===== config.mk =====
export PLATFORM = sky130hd
export DESIGN_NAME = video_timing_gen
export DESIGN_NICKNAME = d
export VERILOG_FILES = /design/src/rtl/video_timing_gen_pkg.sv /design/src/rtl/video_timing_gen.sv
export SDC_FILE = /design/constraint.sdc
export NUM_CORES = 1
export LEC_CHECK = 0
export ABC_AREA = 1
export CAP_MARGIN = 0
export CORE_MARGIN = 2
export CORE_UTILIZATION = 55
export CTS_CLUSTER_DIAMETER = 30
export DETAILED_ROUTE_END_ITERATION = 10
export GPL_TIMING_DRIVEN = 0
export PLACE_DENSITY = 0.75
export SLEW_MARGIN = 20
export SYNTH_ARGS = -nofsm -noshare
export SYNTH_HDL_FRONTEND = slang
export SYNTH_SLANG_ARGS = --single-unit
export TNS_END_PERCENT = 100

===== constraint.sdc =====
create_clock -name clk -period 4.73 [get_ports clk]
set_input_delay 0.946 -clock clk [delete_from_list [all_inputs] [get_ports clk]]
set_output_delay 0.946 -clock clk [all_outputs]
set_load 0.01 [all_outputs]

===== src/rtl/video_timing_gen_pkg.sv =====
// Shared raster types and constants for the composite video timing block.
// Line-type classification lives here so every consumer agrees on it.
package video_timing_gen_pkg;

  typedef enum logic [1:0] {
    LT_BROAD  = 2'd0,
    LT_EQ     = 2'd1,
    LT_NORMAL = 2'd2
  } line_type_e;

  localparam int PIXELS_PER_LINE = 256;
  localparam int VISIBLE_LINES   = 256;

  // Line type carried by line v of the raster.
  function automatic line_type_e classify_line(
    input int unsigned v,
    input int unsigned broad_end,
    input int unsigned eq_pre_end,
    input int unsigned eq_post
  );
    if (v < broad_end) begin
      return LT_BROAD;
    end
    if ((v < eq_pre_end) || (v >= eq_post)) begin
      return LT_EQ;
    end
    return LT_NORMAL;
  endfunction

endpackage


===== src/rtl/video_timing_gen.sv =====
// Master raster timing: H/V counters, line-type FSM and registered decode of
// composite sync, blanking, burst gate and the pixel-strobe interface.
module video_timing_gen
  import video_timing_gen_pkg::*;
#(
  parameter int H_TOTAL       = 3200,
  parameter int H_HALF        = 1600,
  parameter int H_SYNC_LEN    = 235,
  parameter int H_EQ_LEN      = 117,
  parameter int H_BURST_START = 280,
  parameter int H_BURST_LEN   = 113,
  parameter int H_VIS_START   = 650,
  parameter int CLK_PER_PIXEL = 9,
  parameter int V_TOTAL       = 312,
  parameter int V_BROAD_END   = 3,
  parameter int V_EQ_PRE_END  = 5,
  parameter int V_EQ_POST     = 310,
  parameter int V_VIS_START   = 40
) (
  input  logic       clk,
  input  logic       reset,
  output logic       newline,
  output logic       newpixel,
  output logic       visible_window,
  output logic [7:0] video_y,
  output logic       frame_start,
  output logic       sync,
  output logic       blank,
  output logic       burst_window
);

  localparam int HW        = $clog2(H_TOTAL);
  localparam int VW        = $clog2(V_TOTAL);
  localparam int PW        = (CLK_PER_PIXEL > 1) ? $clog2(CLK_PER_PIXEL) : 1;
  localparam int H_VIS_END = H_VIS_START + PIXELS_PER_LINE * CLK_PER_PIXEL;
  localparam int V_VIS_END = V_VIS_START + VISIBLE_LINES;

  if (H_VIS_END > H_TOTAL) begin : g_chk_hvis
    $error("video_timing_gen: active video overruns the line");
  end
  if (V_VIS_END > V_EQ_POST) begin : g_chk_vvis
    $error("video_timing_gen: visible lines overlap post-equalising lines");
  end
  if (H_BURST_START + H_BURST_LEN > H_VIS_START) begin : g_chk_burst
    $error("video_timing_gen: burst gate overlaps active video");
  end
  if (CLK_PER_PIXEL < 2) begin : g_chk_cpp
    $error("video_timing_gen: CLK_PER_PIXEL must be at least 2");
  end

  logic [HW-1:0] h_reg, h_next;
  logic [VW-1:0] v_reg, v_next;
  logic [PW-1:0] pix_reg, pix_next;
  line_type_e    lt_reg, lt_next;
  logic          h_wrap;

  int unsigned h_u, v_u, hn_u, vn_u, pix_u;

  assign h_u   = 32'(h_reg);
  assign v_u   = 32'(v_reg);
  assign hn_u  = 32'(h_next);
  assign vn_u  = 32'(v_next);
  assign pix_u = 32'(pix_reg);

  // Counter advance; the pixel divider is phase-locked to the window start.
  always_comb begin
    h_wrap   = (h_u == H_TOTAL - 1);
    h_next   = h_wrap ? '0 : h_reg + HW'(1);
    v_next   = v_reg;
    pix_next = pix_reg + PW'(1);
    if (h_wrap) begin
      v_next = (v_u == V_TOTAL - 1) ? '0 : v_reg + VW'(1);
    end
    if (hn_u == H_VIS_START) begin
      pix_next = '0;
    end else if (pix_u == CLK_PER_PIXEL - 1) begin
      pix_next = '0;
    end
  end

  // Line-type FSM: the new type is taken from the line being entered.
  always_comb begin
    lt_next = lt_reg;
    if (h_wrap) begin
      lt_next = classify_line(vn_u, V_BROAD_END, V_EQ_PRE_END, V_EQ_POST);
    end
  end

  always_ff @(posedge clk) begin
    if (reset) begin
      h_reg   <= '0;
      v_reg   <= '0;
      pix_reg <= '0;
      lt_reg  <= LT_BROAD;
    end else begin
      h_reg   <= h_next;
      v_reg   <= v_next;
      pix_reg <= pix_next;
      lt_reg  <= lt_next;
    end
  end

  logic       line_start_d;
  logic       frame_d;
  logic       sync_d;
  logic       vis_line_d;
  logic       window_d;
  logic       burst_d;
  logic       newpixel_d;
  logic [7:0] video_y_d;

  always_comb begin
    line_start_d = (h_u == 0);
    frame_d      = line_start_d && (v_u == 0);
    vis_line_d   = (v_u >= V_VIS_START) && (v_u < V_VIS_END);
    window_d     = (lt_reg == LT_NORMAL) && vis_line_d &&
                   (h_u >= H_VIS_START) && (h_u < H_VIS_END);
    burst_d      = (lt_reg == LT_NORMAL) && (h_u >= H_BURST_START) &&
                   (h_u < H_BURST_START + H_BURST_LEN);
    newpixel_d   = window_d && (pix_reg == '0);

    sync_d = 1'b0;
    case (lt_reg)
      LT_NORMAL: sync_d = (h_u < H_SYNC_LEN);
      LT_EQ:     sync_d = (h_u < H_EQ_LEN) ||
                          ((h_u >= H_HALF) && (h_u < H_HALF + H_EQ_LEN));
      LT_BROAD:  sync_d = (h_u < H_HALF - H_SYNC_LEN) ||
                          ((h_u >= H_HALF) && (h_u < H_TOTAL - H_SYNC_LEN));
      default:   sync_d = 1'b0;
    endcase

    // The line index is latched once per line so it is stable for consumers.
    video_y_d = video_y;
    if (line_start_d) begin
      video_y_d = vis_line_d ? 8'(v_u - V_VIS_START) : 8'd0;
    end
  end

  always_ff @(posedge clk) begin
    if (reset) begin
      newline        <= 1'b0;
      frame_start    <= 1'b0;
      sync           <= 1'b0;
      blank          <= 1'b0;
      visible_window <= 1'b0;
      burst_window   <= 1'b0;
      newpixel       <= 1'b0;
      video_y        <= 8'd0;
    end else begin
      newline        <= line_start_d;
      frame_start    <= frame_d;
      sync           <= sync_d;
      blank          <= !window_d;
      visible_window <= window_d;
      burst_window   <= burst_d;
      newpixel       <= newpixel_d;
      video_y        <= video_y_d;
    end
  end

endmodule


==> flow_metrics.env, run 1 <==
export IMPL_ys_top_cells_by_area="dfxtp_1 32%, nand2_1 14%, nor2_1 9.8%"
export IMPL_yosys_most_used_dff="dfxtp_1"
export IMPL_fin_crit_sh=0.466
export IMPL_vdd_drop_max_mv=0.202
export IMPL_cts_max_level=2
export IMPL_rsz0062_at_grt="false"
export IMPL_crit_path_top_delay_cell="dfxtp_1"
export IMPL_min_period_ps=2200
export IMPL_crit_required_ps=4940
export IMPL_drtAntennaViolNets=0
export IMPL_drtIter0Drc=187
export IMPL_vias_per_cell=5.35
export IMPL_synthXorXnorAreaFrac=0.0134
export IMPL_grt_first_pass_wirelength_um=10500
export IMPL_synth_edff_count=0
export IMPL_yosysMostFrequentCell="nand2_1"
export IMPL_antenna_found_initial=0
export IMPL_clock_path_buffers=2
export IMPL_rrSetupSlack_ps=2530
export IMPL_area_delta_synth_final_pct=12.0
export IMPL_whs_endpoint="newpixel"
export IMPL_dp_hpwl_um=4970
export IMPL_synth_top_area_frac=0.322
export IMPL_power_density_nw_per_um2=234
export IMPL_final_setup_tns_ps=0
export IMPL_cts_hold_buf=0
export IMPL_drv_slew=0
export IMPL_root_buffer="clkbuf_8"
export IMPL_cts_buffers=5
export IMPL_synth_mux_area_frac=0
export IMPL_cp_top_family="simple AND/OR/NAND/NOR gates"
export IMPL_vias=2588
export IMPL_p_leak_nw=1.38
export IMPL_critPathMaxFanout=7
export IMPL_worstHoldStart="pix_reg[3]"
export IMPL_hold_violations=0
export IMPL_outcome="completed"
export IMPL_syn_nets=420
export IMPL_grt_pass1_vias=2343
export IMPL_cts_resized=0
export IMPL_yosysSeqAreaShare=0.322
export IMPL_end_kind="flip-flop"
export IMPL_die_w_um=73.0
export IMPL_r2r_cells=10
export IMPL_max_freq_mhz=454
export IMPL_routabilityCongestion=0.949
export IMPL_drc_errors=0
export IMPL_cp_cell_sequence="inv_1 > ha_1 > or2_1 > nand2_1 > nor2_1 > o31ai_1 > nand2_1 > nor3_2 > nand2_1 > nor4_1"
export IMPL_slew_headroom=0.629
export IMPL_r2r_start="v_reg[3]"
export IMPL_placementRows=25
export IMPL_clock_latency_ps=300
export IMPL_start_util=0.561
export IMPL_io_pins=17
export IMPL_grt_usage=0.253
export IMPL_avgSynthCellArea_sq_um=6.43
export IMPL_netlist_area_sq_um=2620
export IMPL_cp_start_kind="flip-flop"
export IMPL_worst_pin_slew_ps=556
export IMPL_port_buffer_count=15
export IMPL_post_cts_buffers=0
export IMPL_die_h_um=73.0
export IMPL_hold_class="flip-flop to flip-flop"
export IMPL_synth_top_family_by_area="simple AND/OR/NAND/NOR gates"
export IMPL_largest_reg_flops=12
export IMPL_finClkSkew_ps=5.38
export IMPL_synthTopCellsByCount="100 x nand2_1, 68 x nor2_1, 54 x inv_1, 42 x dfxtp_1, 31 x nand3_1"
export IMPL_netlist_cell_type_count=35
export IMPL_first_pass_iters=5
export IMPL_critPathMaxStageDelay_ps=470
export IMPL_coreArea_sq_um=4660
export IMPL_cp_num_buf_inv=1
export IMPL_nFillCells=462
export IMPL_clk_pin_slew_ps=90
export IMPL_grt_overflow_total=0
export IMPL_grt_max_degree=14
export IMPL_setup_violations=0
export IMPL_die_area_sq_um=5320
export IMPL_layout_drive_gt1_share=0.0837
export IMPL_yosysTopAreaCell="dfxtp_1"
export IMPL_critPathArrivalTime_ps=2420
export IMPL_synth_compound_area_frac=0.0919
export IMPL_synth_cells=407
export IMPL_ys_ff_latch=42
export IMPL_path_class="flip-flop to flip-flop"
export IMPL_nets=442
export IMPL_cts_sinks=42
export IMPL_yosys_area_share_simple=0.415
export IMPL_cpMostUsedCell="nand2_1"
export IMPL_yosys_warnings=0
export IMPL_r2r_end="newpixel"
export IMPL_fin_util=0.628
export IMPL_min_path_cells=1
export IMPL_wl_um=6300
export IMPL_cts_tree="done"
export IMPL_routedWlPerCell_um=13.0
export IMPL_insertedDiodeCount=0
export IMPL_maxCapViolCount=0
export IMPL_synthAdderAreaFrac=0.0526
export IMPL_async_flop_share=0
-- routing by layer --
metal | up-vias | track usage | share of wire
li1 | 1338 | - | -
met1 | 1161 | 0.325 | 0.44
met2 | 74 | 0.424 | 0.48
met3 | 15 | 0.0414 | 0.055
met4 | 0 | 0.0988 | 0.021
met5 | - | 0 | 0
-- worst max path at each step --
stage             start          to  slack, ps  depth (start not counted)
3_3_place_gp   h_reg[0]  pix_reg[3]       2650                         10
3_5_place_dp   h_reg[0]  pix_reg[3]       2570                         10
4_1_cts        h_reg[0]  pix_reg[3]       2550                         10
6_report       v_reg[3]    newpixel       2530                         10
2_1_floorplan  v_reg[3]    newpixel       2960                         10
5_1_grt        h_reg[0]  pix_reg[3]       2300                         10
-- power by group --
group	switching, mW	leakage [nW]	internal, mW	total (mW)
Sequential	0.00869	0.342	0.366	0.375
Clock	0.130	0.0472	0.117	0.248
Combinational	0.0352	0.990	0.0271	0.0623
Total	0.174	1.38	0.510	0.685
-- cells by family after synthesis --
kind of cell    count (synthesis)
compound gates                 43
xor+xnor                        4
fa+ha+maj                      11
buf+inv                        68
flops                          42
simple gates                  239
-- through the flow --
| step | hold slack, ps | instance area [sq um] | std cells | setup slack [ps] | power (mW) |
|---|---|---|---|---|---|
| CTS | 477 | 2930 | 484 | 2550 | 0.689 |
| floorplan | 430 | 2620 | 407 | 2960 | 0.418 |
| global route | 510 | 2930 | 484 | 2300 | 0.712 |
| finish | 477 | 2930 | 484 | 2530 | 0.685 |
| detailed placement | 462 | 2830 | 476 | 2570 | 0.445 |
| global placement | 442 | 2830 | 476 | 2650 | 0.444 |
-- cell type report --
type | instances | area, sq um | area share
flip-flops and latches | 42 | 841 | 0.287
well taps | 54 | 67.6 | 0.0231
multi-input cells | 297 | 1500 | 0.512
clock inverters | 2 | 12.5 | 0.00427
clock buffers | 6 | 82.6 | 0.0282
repair buffers | 15 | 150 | 0.0513
plain buffers | 10 | 57.6 | 0.0197
inverters | 58 | 218 | 0.0744
-- cell usage in the layout, fill, tap and decap left out, drive strengths merged, types with 2 or more instances in the layout --
cell type / count
nand2: 106
nor2: 72
inv: 58
dfxtp: 42
nand3: 33
o21ai: 20
a21oi: 17
clkdlybuf4s50: 15
nand4: 12
ha: 11
clkbuf: 11
nor3: 9
buf: 5
nor4: 4
xor2: 3
o31ai: 2
a211oi: 2
or2: 2
Power figures use the tool's default switching activity.
==> inputs of run 2 (changes only) <==
--- a/config.mk
+++ b/config.mk
@@ -8,7 +8,7 @@
 export ABC_AREA = 1
 export CAP_MARGIN = 0
 export CORE_MARGIN = 2
-export CORE_UTILIZATION = 55
+export CORE_UTILIZATION = 53
 export CTS_CLUSTER_DIAMETER = 30
 export DETAILED_ROUTE_END_ITERATION = 10
 export GPL_TIMING_DRIVEN = 0
==> constraint.sdc (replaced) <==
create_clock -name clk -period 1.9 [get_ports clk]
set_input_delay 0.38 -clock clk [delete_from_list [all_inputs] [get_ports clk]]
set_output_delay 0.38 -clock clk [all_outputs]
set_load 0.01 [all_outputs]
==> run 2 against run 1 <==
- count of clock-buffer cells in the layout stayed put
- sequential power increased by 150%
- non-clock buffer count up 14
- cell count grew 5.6%
- wire length rose by 6.7%
- setup slack got worse by 2400 ps
- utilization is 5.3 points higher
- fmax increased by 21%
- clock skew shrank 2.2 ps
- die area increased by 3.6%
- first-iteration DRC count increased by 73%
- largest cell class unchanged
==> flow_metrics.env, run 2 (same netlist as run 1, synthesis figures left out) <==
export IMPL_slew_headroom=0.667
export IMPL_cts_sinks=42
export IMPL_nets=456
export IMPL_maxCapViolCount=0
export IMPL_postPlaceCellArea_sq_um=2850
export IMPL_cp_start_kind="flip-flop"
export IMPL_io_pins=17
export IMPL_area_delta_synth_final_pct=23.9
export IMPL_setup_violations=0
export IMPL_die_h_um=74.2
export IMPL_fin_crit_sh=0.959
export IMPL_layout_drive_gt1_share=0.209
export IMPL_cp_cell_sequence="inv_4 > ha_4 > or2_4 > nand2_4 > nor2_2 > o31ai_2 > nand2_2 > nor3_2 > nand2_1 > nor4_2"
export IMPL_worst_pin_slew_ps=500
export IMPL_insertedDiodeCount=0
export IMPL_grt_overflow_total=0
export IMPL_routedWlPerCell_um=13.2
export IMPL_hold_class="input pin to flip-flop"
export IMPL_vias_per_cell=5.29
export IMPL_cts_tree="done"
export IMPL_root_buffer="clkbuf_8"
export IMPL_vdd_drop_max_mv=0.305
export IMPL_critPathArrivalTime_ps=2040
export IMPL_port_buffer_count=15
export IMPL_wl_um=6730
export IMPL_dp_cells=489
export IMPL_critPathMaxFanout=7
export IMPL_start_util=0.550
export IMPL_clk_pin_slew_ps=80
export IMPL_grt_usage=0.248
export IMPL_r2r_cells=10
export IMPL_end_kind="flip-flop"
export IMPL_drtIter0Drc=323
export IMPL_cts_hold_buf=0
export IMPL_stdcell_area_sq_um=3240
export IMPL_vias=2705
export IMPL_routabilityCongestion=0.980
export IMPL_largest_reg_flops=12
export IMPL_grt_max_degree=14
export IMPL_outcome="completed"
export IMPL_finClkSkew_ps=3.20
export IMPL_cts_buffers=5
export IMPL_antenna_found_initial=0
export IMPL_min_path_cells=2
export IMPL_p_leak_nw=1.50
export IMPL_rsz0062_at_grt="true"
export IMPL_drv_slew=0
export IMPL_clock_path_buffers=2
export IMPL_power_density_nw_per_um2=523
export IMPL_first_pass_iters=5
export IMPL_clock_latency_ps=300
export IMPL_final_common_cell="nand2_1"
export IMPL_grt_first_pass_wirelength_um=10600
export IMPL_cp_top_family="simple AND/OR/NAND/NOR gates"
export IMPL_cts_max_level=2
export IMPL_die_area_sq_um=5510
export IMPL_die_w_um=74.2
export IMPL_coreArea_sq_um=4750
export IMPL_grt_pass1_vias=2318
export IMPL_critPathMaxStageDelay_ps=400
export IMPL_drc_errors=0
export IMPL_fin_cells=511
export IMPL_placementRows=25
export IMPL_layout_common_cells="93 x nand2_1, 57 x nor2_1, 49 x inv_1, 30 x nand3_1, 30 x dfxtp_1"
export IMPL_crit_path_top_delay_cell="dfxtp_4"
export IMPL_path_depth=10
export IMPL_min_period_ps=1820
export IMPL_dp_hpwl_um=4920
export IMPL_crit_required_ps=2110
export IMPL_cp_num_buf_inv=1
export IMPL_max_freq_mhz=549
export IMPL_path_class="flip-flop to flip-flop"
export IMPL_drtAntennaViolNets=0
export IMPL_hold_violations=0
[run 2: per-layer routing]
metal | share of wire | vias up | routed length, um | track usage
met3 | 0.048 | 23 | 324 | 0.0298
met5 | 0 | - | 0 | 0
met4 | 0.030 | 0 | 204 | 0.0893
li1 | - | 1369 | - | -
met1 | 0.43 | 1218 | 2900 | 0.325
met2 | 0.49 | 95 | 3300 | 0.423
[run 2: path summary, 6_finish.rpt]
path | start | endpoint | slack [ps]
hold reg to reg | h_reg[0] | h_reg[0] | 470
hold / removal | reset | lt_reg[1] | 460
setup reg to reg | v_reg[3] | newpixel | 80
setup / recovery | v_reg[3] | newpixel | 80
[run 2: per-stage QoR]
| stage | worst slack, ps | TNS (ps) | power, mW | hold WS (ps) | util |
|---|---|---|---|---|---|
| after floorplan | 131 | 0 | 1.04 | 430 | - |
| after global placement | -175 | -1110 | 1.10 | 445 | 0.599 |
| after detailed placement | -202 | -1410 | 1.11 | 455 | 0.599 |
| after CTS | -2.12 | -2.12 | 1.70 | 463 | 0.634 |
| after global routing | -53.2 | -209 | 1.76 | 487 | 0.682 |
| final | 77.6 | 0 | 1.69 | 458 | 0.682 |
[run 2: area by class of cell]
class                      count  area [sq um]
timing repair buffer          29           273
fill                         415          1510
clock buffer                   6          82.6
buffer                        10          61.3
tap                           67          83.8
clock inverter                 2          12.5
inverter                      58           225
sequential                    42           871
multi-input combinational    297          1630
[run 2: power breakdown]
| group | switching [mW] | internal (mW) |
|---|---|---|
| registers | 0.0216 | 0.904 |
| clock network | 0.311 | 0.292 |
| logic | 0.0934 | 0.0721 |
[run 2: what timing repair did]
| action | 4_1_cts | 5_1_grt |
|---|---|---|
| gates cloned | 0 | 1 |
| endpoints found under the setup margin | 16 | 18 |
| pin swaps | 4 | 10 |
| buffers inserted | 5 | 8 |
| resized for setup | 13 | 50 |
